### src/rtl/fofb_link_packet_assembler.sv
// Packs the merged FOFB read-link byte stream MSB-first into 32-bit words and emits
// fixed-length packets with TLAST; runt or stalled packets end with an error-flagged word.
module fofb_link_packet_assembler #(
    parameter int PACKET_WORDS = 8,
    parameter int TIMEOUT      = 64
) (
    input  logic        sysClk,
    input  logic        sysReset,
    input  logic        S_AXIS_TVALID,
    output logic        S_AXIS_TREADY,
    input  logic [7:0]  S_AXIS_TDATA,
    input  logic        S_AXIS_TUSER,
    output logic        M_AXIS_TVALID,
    input  logic        M_AXIS_TREADY,
    output logic [31:0] M_AXIS_TDATA,
    output logic        M_AXIS_TLAST,
    output logic        M_AXIS_TUSER,
    output logic [15:0] packetCount,
    output logic [15:0] runtCount,
    output logic [15:0] dropCount
);

    localparam int WW = (PACKET_WORDS > 1) ? $clog2(PACKET_WORDS) : 1;
    localparam int CW = (TIMEOUT > 0) ? $clog2(TIMEOUT + 1) : 1;
    localparam logic [WW-1:0] LAST_WORD = WW'(PACKET_WORDS - 1);
    localparam logic [CW-1:0] TO_LIMIT  = CW'(TIMEOUT);

    typedef enum logic {IDLE, COLLECT} state_t;

    state_t        r_state;
    logic [1:0]    r_byteIdx;
    logic [WW-1:0] r_wordIdx;
    logic [31:0]   r_word;
    logic [CW-1:0] r_idleCnt;
    logic          r_rstQ;
    logic          r_tvalid;
    logic [31:0]   r_tdata;
    logic          r_tlast;
    logic          r_tuser;
    logic [15:0]   r_pktCnt;
    logic [15:0]   r_runtCnt;
    logic [15:0]   r_dropCnt;

    logic          w_outFree;
    logic          w_ready;
    logic          w_acc;
    logic          w_timeout;
    logic [31:0]   w_word;

    assign w_outFree = !r_tvalid | M_AXIS_TREADY;
    // Bytes that only land in the shift word can be taken even while the output is stalled.
    assign w_ready   = !sysReset & !r_rstQ &
                       (w_outFree |
                        (r_state == COLLECT && r_byteIdx != 2'd3 && !S_AXIS_TUSER) |
                        (r_state == IDLE && !S_AXIS_TUSER));
    assign w_acc     = S_AXIS_TVALID & w_ready;
    assign w_timeout = (TIMEOUT != 0) && (r_idleCnt == TO_LIMIT);

    always_comb begin
        w_word = r_word;
        case (r_byteIdx)
            2'd0:    w_word[31:24] = S_AXIS_TDATA;
            2'd1:    w_word[23:16] = S_AXIS_TDATA;
            2'd2:    w_word[15:8]  = S_AXIS_TDATA;
            default: w_word[7:0]   = S_AXIS_TDATA;
        endcase
    end

    always_ff @(posedge sysClk) begin
        if (sysReset) begin
            r_state   <= IDLE;
            r_byteIdx <= '0;
            r_wordIdx <= '0;
            r_word    <= '0;
            r_idleCnt <= '0;
            r_rstQ    <= 1'b1;
            r_tvalid  <= 1'b0;
            r_tdata   <= '0;
            r_tlast   <= 1'b0;
            r_tuser   <= 1'b0;
            r_pktCnt  <= '0;
            r_runtCnt <= '0;
            r_dropCnt <= '0;
        end else begin
            r_rstQ <= 1'b0;
            if (r_tvalid && M_AXIS_TREADY)
                r_tvalid <= 1'b0;

            case (r_state)
                IDLE: begin
                    if (w_acc) begin
                        if (S_AXIS_TUSER) begin
                            r_word    <= {S_AXIS_TDATA, 24'h0};
                            r_byteIdx <= 2'd1;
                            r_wordIdx <= '0;
                            r_idleCnt <= '0;
                            r_state   <= COLLECT;
                        end else begin
                            r_dropCnt <= r_dropCnt + 16'd1;
                        end
                    end
                end
                COLLECT: begin
                    if (w_acc) begin
                        r_idleCnt <= '0;
                        if (S_AXIS_TUSER) begin
                            // Runt: flush what we have, and the SOP byte opens the next packet.
                            r_tvalid  <= 1'b1;
                            r_tdata   <= r_word;
                            r_tlast   <= 1'b1;
                            r_tuser   <= 1'b1;
                            r_runtCnt <= r_runtCnt + 16'd1;
                            r_word    <= {S_AXIS_TDATA, 24'h0};
                            r_byteIdx <= 2'd1;
                            r_wordIdx <= '0;
                        end else if (r_byteIdx == 2'd3) begin
                            r_tvalid  <= 1'b1;
                            r_tdata   <= w_word;
                            r_tlast   <= (r_wordIdx == LAST_WORD);
                            r_tuser   <= 1'b0;
                            r_word    <= '0;
                            r_byteIdx <= 2'd0;
                            if (r_wordIdx == LAST_WORD) begin
                                r_pktCnt <= r_pktCnt + 16'd1;
                                r_state  <= IDLE;
                            end else begin
                                r_wordIdx <= r_wordIdx + 1'b1;
                            end
                        end else begin
                            r_word    <= w_word;
                            r_byteIdx <= r_byteIdx + 2'd1;
                        end
                    end else if (w_timeout) begin
                        // Counter holds at the limit until the output register frees up.
                        if (w_outFree) begin
                            r_tvalid  <= 1'b1;
                            r_tdata   <= r_word;
                            r_tlast   <= 1'b1;
                            r_tuser   <= 1'b1;
                            r_runtCnt <= r_runtCnt + 16'd1;
                            r_word    <= '0;
                            r_byteIdx <= 2'd0;
                            r_wordIdx <= '0;
                            r_state   <= IDLE;
                        end
                    end else begin
                        r_idleCnt <= r_idleCnt + 1'b1;
                    end
                end
                default: r_state <= IDLE;
            endcase
        end
    end

    assign S_AXIS_TREADY = w_ready;
    assign M_AXIS_TVALID = r_tvalid;
    assign M_AXIS_TDATA  = r_tdata;
    assign M_AXIS_TLAST  = r_tlast;
    assign M_AXIS_TUSER  = r_tuser;
    assign packetCount   = r_pktCnt;
    assign runtCount     = r_runtCnt;
    assign dropCount     = r_dropCnt;

endmodule

### config.mk
export PLATFORM = sky130hd
export DESIGN_NAME = fofb_link_packet_assembler
export DESIGN_NICKNAME = d
export VERILOG_FILES = /design/src/rtl/fofb_link_packet_assembler.sv
export SDC_FILE = /design/constraint.sdc
export NUM_CORES = 1
export LEC_CHECK = 0
export ABC_AREA = 1
export CAP_MARGIN = 25
export CORE_UTILIZATION = 55
export DETAILED_ROUTE_END_ITERATION = 16
export MAX_ROUTING_LAYER = met4
export PLACE_DENSITY_LB_ADDON = 0.1
export SLEW_MARGIN = 20
export SYNTH_ARGS = -nofsm -noshare
export SYNTH_HDL_FRONTEND = slang
export SYNTH_SLANG_ARGS = --single-unit
### constraint.sdc
create_clock -name sysClk -period 2.8 [get_ports sysClk]
set_input_delay 0.56 -clock sysClk [delete_from_list [all_inputs] [get_ports sysClk]]
set_output_delay 0.56 -clock sysClk [all_outputs]
set_load 0.01 [all_outputs]
==> run_results.csv <==
group,metric,value,unit
status,status,"finished clean",
setup_path,cpPeakStageDelay,470,ps
final_layout,leading_cell_types_in_the_layout_fill_and_taps_excluded,"258 x nand2_1, 149 x nor2_1, 129 x dfxtp_1",
synth,postSynth.topFlopCell,"dfxtp_1",
setup_path,timing.critical_path.required,2240,ps
floorplan,core.rowCount,40,
setup_path,cp_slowest_cell,"clkdlybuf4s50_1",
floorplan,die_ar,13000,sq um
global_routing,gr-total-overflow,0,
placed_design,postPlaceCellArea,7920,sq um
setup_path,start_kind,"flop",
clock_network,post_cts_buffers,0,
synth,synth_top_cell_by_area,"dfxtp_1",
sta,slew_viol_final,0,
global_routing,wire_length_of_the_first_global_routing_pass,28300,um
synth,synth_edf_count,0,
synth,count_of_unique_library_cells_instantiated_by_yosys,38,
global_routing,grt_antenna_before_repair,0,
sta,timing.final.setup_violations,0,
power,p_leak,3.13,nW
global_routing,vias_in_the_first_global_route,6049,
route,route.detailed.vias_per_inst,5.17,
global_routing,track_usage,0.281,
floorplan,pin_count,97,
setup_path,worstPathCellList,"ha_1 -> clkinv_1 -> nand2_2 -> nand3_4 -> nand2_1 -> inv_1 -> clkdlybuf4s50_1",
setup_path,worst_r2r_path_depth,11,
placed_design,detailedPlace.worstSlack,181,ps
power,cellPowerDensity,538,nW/um^2
route,post_drt_wl_per_cell,13.0,um
floorplan,coreArea,12100,sq um
route,postRouteWirelength,17000,um
sta,final_min_period,2600,ps
worst_hold_path,min_path_type,"flop to flop",
clock_network,cts-buffers-inserted,17,
sta,worst-slew-pin-transition,601,ps
route,drt_iter0_drc,370,
clock_network,clkTransAtPathRegs,60,ps
clock_network,cts-resized-gates,0,
final_layout,drive_above_1_share,0.0588,
final_layout,area.growth.synth_to_final,24.8,%
sta,hold_violations,0,
sta,finalClockSkew,5.75,ps
setup_path,worstSetupEndpointType,"primary output",
final_layout,layout_commonest_cell,"nand2_1",
floorplan,x_dimension_of_the_die,114,um
synth,async_reset_ff_frac,0,
synth,synth_top_cell_area_share,0.375,
synth,synth.top_cells.by_area,"dfxtp_1 37%, nand2_1 14%, o21ai_0 8.6%",
clock_network,tritoncts,"yes",
clock_network,post_cts_hold_buffer_count,0,
clock_network,ctsRootBufferMaster,"clkbuf_16",
clock_network,ctsLongestPathBuffers,2,
sta,timing.max_slew.rel_slack,0.600,
final_layout,final_area,8590,sq um
setup_path,arrival_time_worst_endpoint,2040,ps
synth,syn_area,6890,sq um
sta,timing.hold.ws,455,ps
sta,fin_setup_tns,0,ps
placed_design,port_buffers,96,
route,dr.pass1.iters,5,
setup_path,worst-path-max-fanout,5,
sta,fin_ws,203,ps
sta,grt_setup_unrepaired,"false",
clock_network,htree_levels,4,
floorplan,initial_utilization,0.569,
route,drt_drc_violations_left,0,
global_routing,largest_net_degree_at_the_start_of_global_routing,58,
route,antenna_left,0,
clock_network,cts.sink_count,129,
synth,yosysSeqAreaShare,0.375,
placed_design,dp_hpwl,11500,um
worst_hold_path,hold_path_depth,2,
final_layout,antenna-diode-count,0,
placed_design,routabilityCongestion,0.861,
sta,clock.fmax,385,MHz
synth,syn_area_per_cell,6.61,sq um
route,num_vias,6751,
job,cap_violations,0,
synth,syn-instance-count,1043,
power,total_power,4.63,mW
sta,min_period_over_period,0.927,
power,ir_drop,0.408,mV
setup_path,setup.worst_path.class,"flop to primary output",
synth,synthesis.yosys.warnings,0,
synth,mappedNetlistNets,1067,
synth,ys_ff_latch,129,
final_layout,nNetsFinal,1150,
floorplan,die_y,114,um
clock_network,insertion_delay,420,ps
final_layout,layout.filler_cells,1056,
[sequential cells by signal, indices dropped and copies added, names as in the netlist]
signal and cells:
packetCount 16, r_word 32, M_AXIS_TLAST 1, runtCount 16
M_AXIS_TVALID 1, dropCount 16, r_idleCnt 7, r_state 1
r_wordIdx 3, M_AXIS_TUSER 1, r_rstQ 1, r_byteIdx 2
M_AXIS_TDATA 32
[report_power, final]
part,internal [mW],total (mW),switching (mW)
sequential,1.86,1.87,0.0136
clock,1.69,2.52,0.826
combinational,0.0783,0.236,0.158
[cells in the mapped netlist, types with 3 or more instances]
master    instances
clkbuf_1         22
nand4_1          19
a21oi_1          73
nand3_4           3
xnor2_1           5
nand2_1         258
nor3_1           23
xor2_1           16
buf_6             6
nor2_1          149
nand3_1          48
buf_2            11
inv_1            96
ha_1             11
o21ai_1          23
dfxtp_1         129
o21ai_0         119
buf_4             4
nor2_4            4
[worst max-delay path: cells and delay by family, from the launching register on]
kind	cells	cell delay [ps]
fa+ha+maj	1	210
buf+inv	3	690
flops	1	420
simple gates	3	300
[final timing paths]
| path | slack, ps | endpoint | startpoint |
|---|---|---|---|
| max | 200 | S_AXIS_TREADY | r_byteIdx[0] |
| min | 450 | r_word[3] | r_word[3] |
| max reg2reg | 550 | runtCount[8] | r_byteIdx[0] |
| min reg2reg | 450 | r_word[3] | r_word[3] |
[cell type report]
class	count	area, sq um	share of cell area
clock buffers	19	443	0.0515
inverters	101	387	0.0450
clock inverters	13	234	0.0272
repair buffers	111	1080	0.126
well taps	168	210	0.0245
flip-flops and latches	129	2580	0.300
multi-input cells	766	3660	0.426
[stage by stage]
stage                     utilization  std cells
after floorplan                     -       1043
after detailed placement        0.654       1275
after CTS                       0.710       1307
after global routing            0.710       1307
after global placement          0.654       1275
final                           0.710       1307
[routing by layer]
| layer | up-vias | global-route usage | wire length [um] |
|---|---|---|---|
| met5 | - | - | 0 |
| met4 | 0 | 0.108 | 322 |
| met3 | 27 | 0.0558 | 886 |
| met2 | 197 | 0.441 | 7830 |
| met1 | 2989 | 0.358 | 7990 |
| li1 | 3538 | - | - |
[logic make-up (layout without fill, tap and decap cells)]
family | Yosys count | after routing | share of synthesized area
compound gates | 219 | 219 | 0.162
xor+xnor | 21 | 21 | 0.0267
fa+ha+maj | 11 | 11 | 0.0200
buf+inv | 148 | 244 | 0.0943
flops | 129 | 129 | 0.375
simple gates | 515 | 515 | 0.323
(Power assumes the default switching activity.)
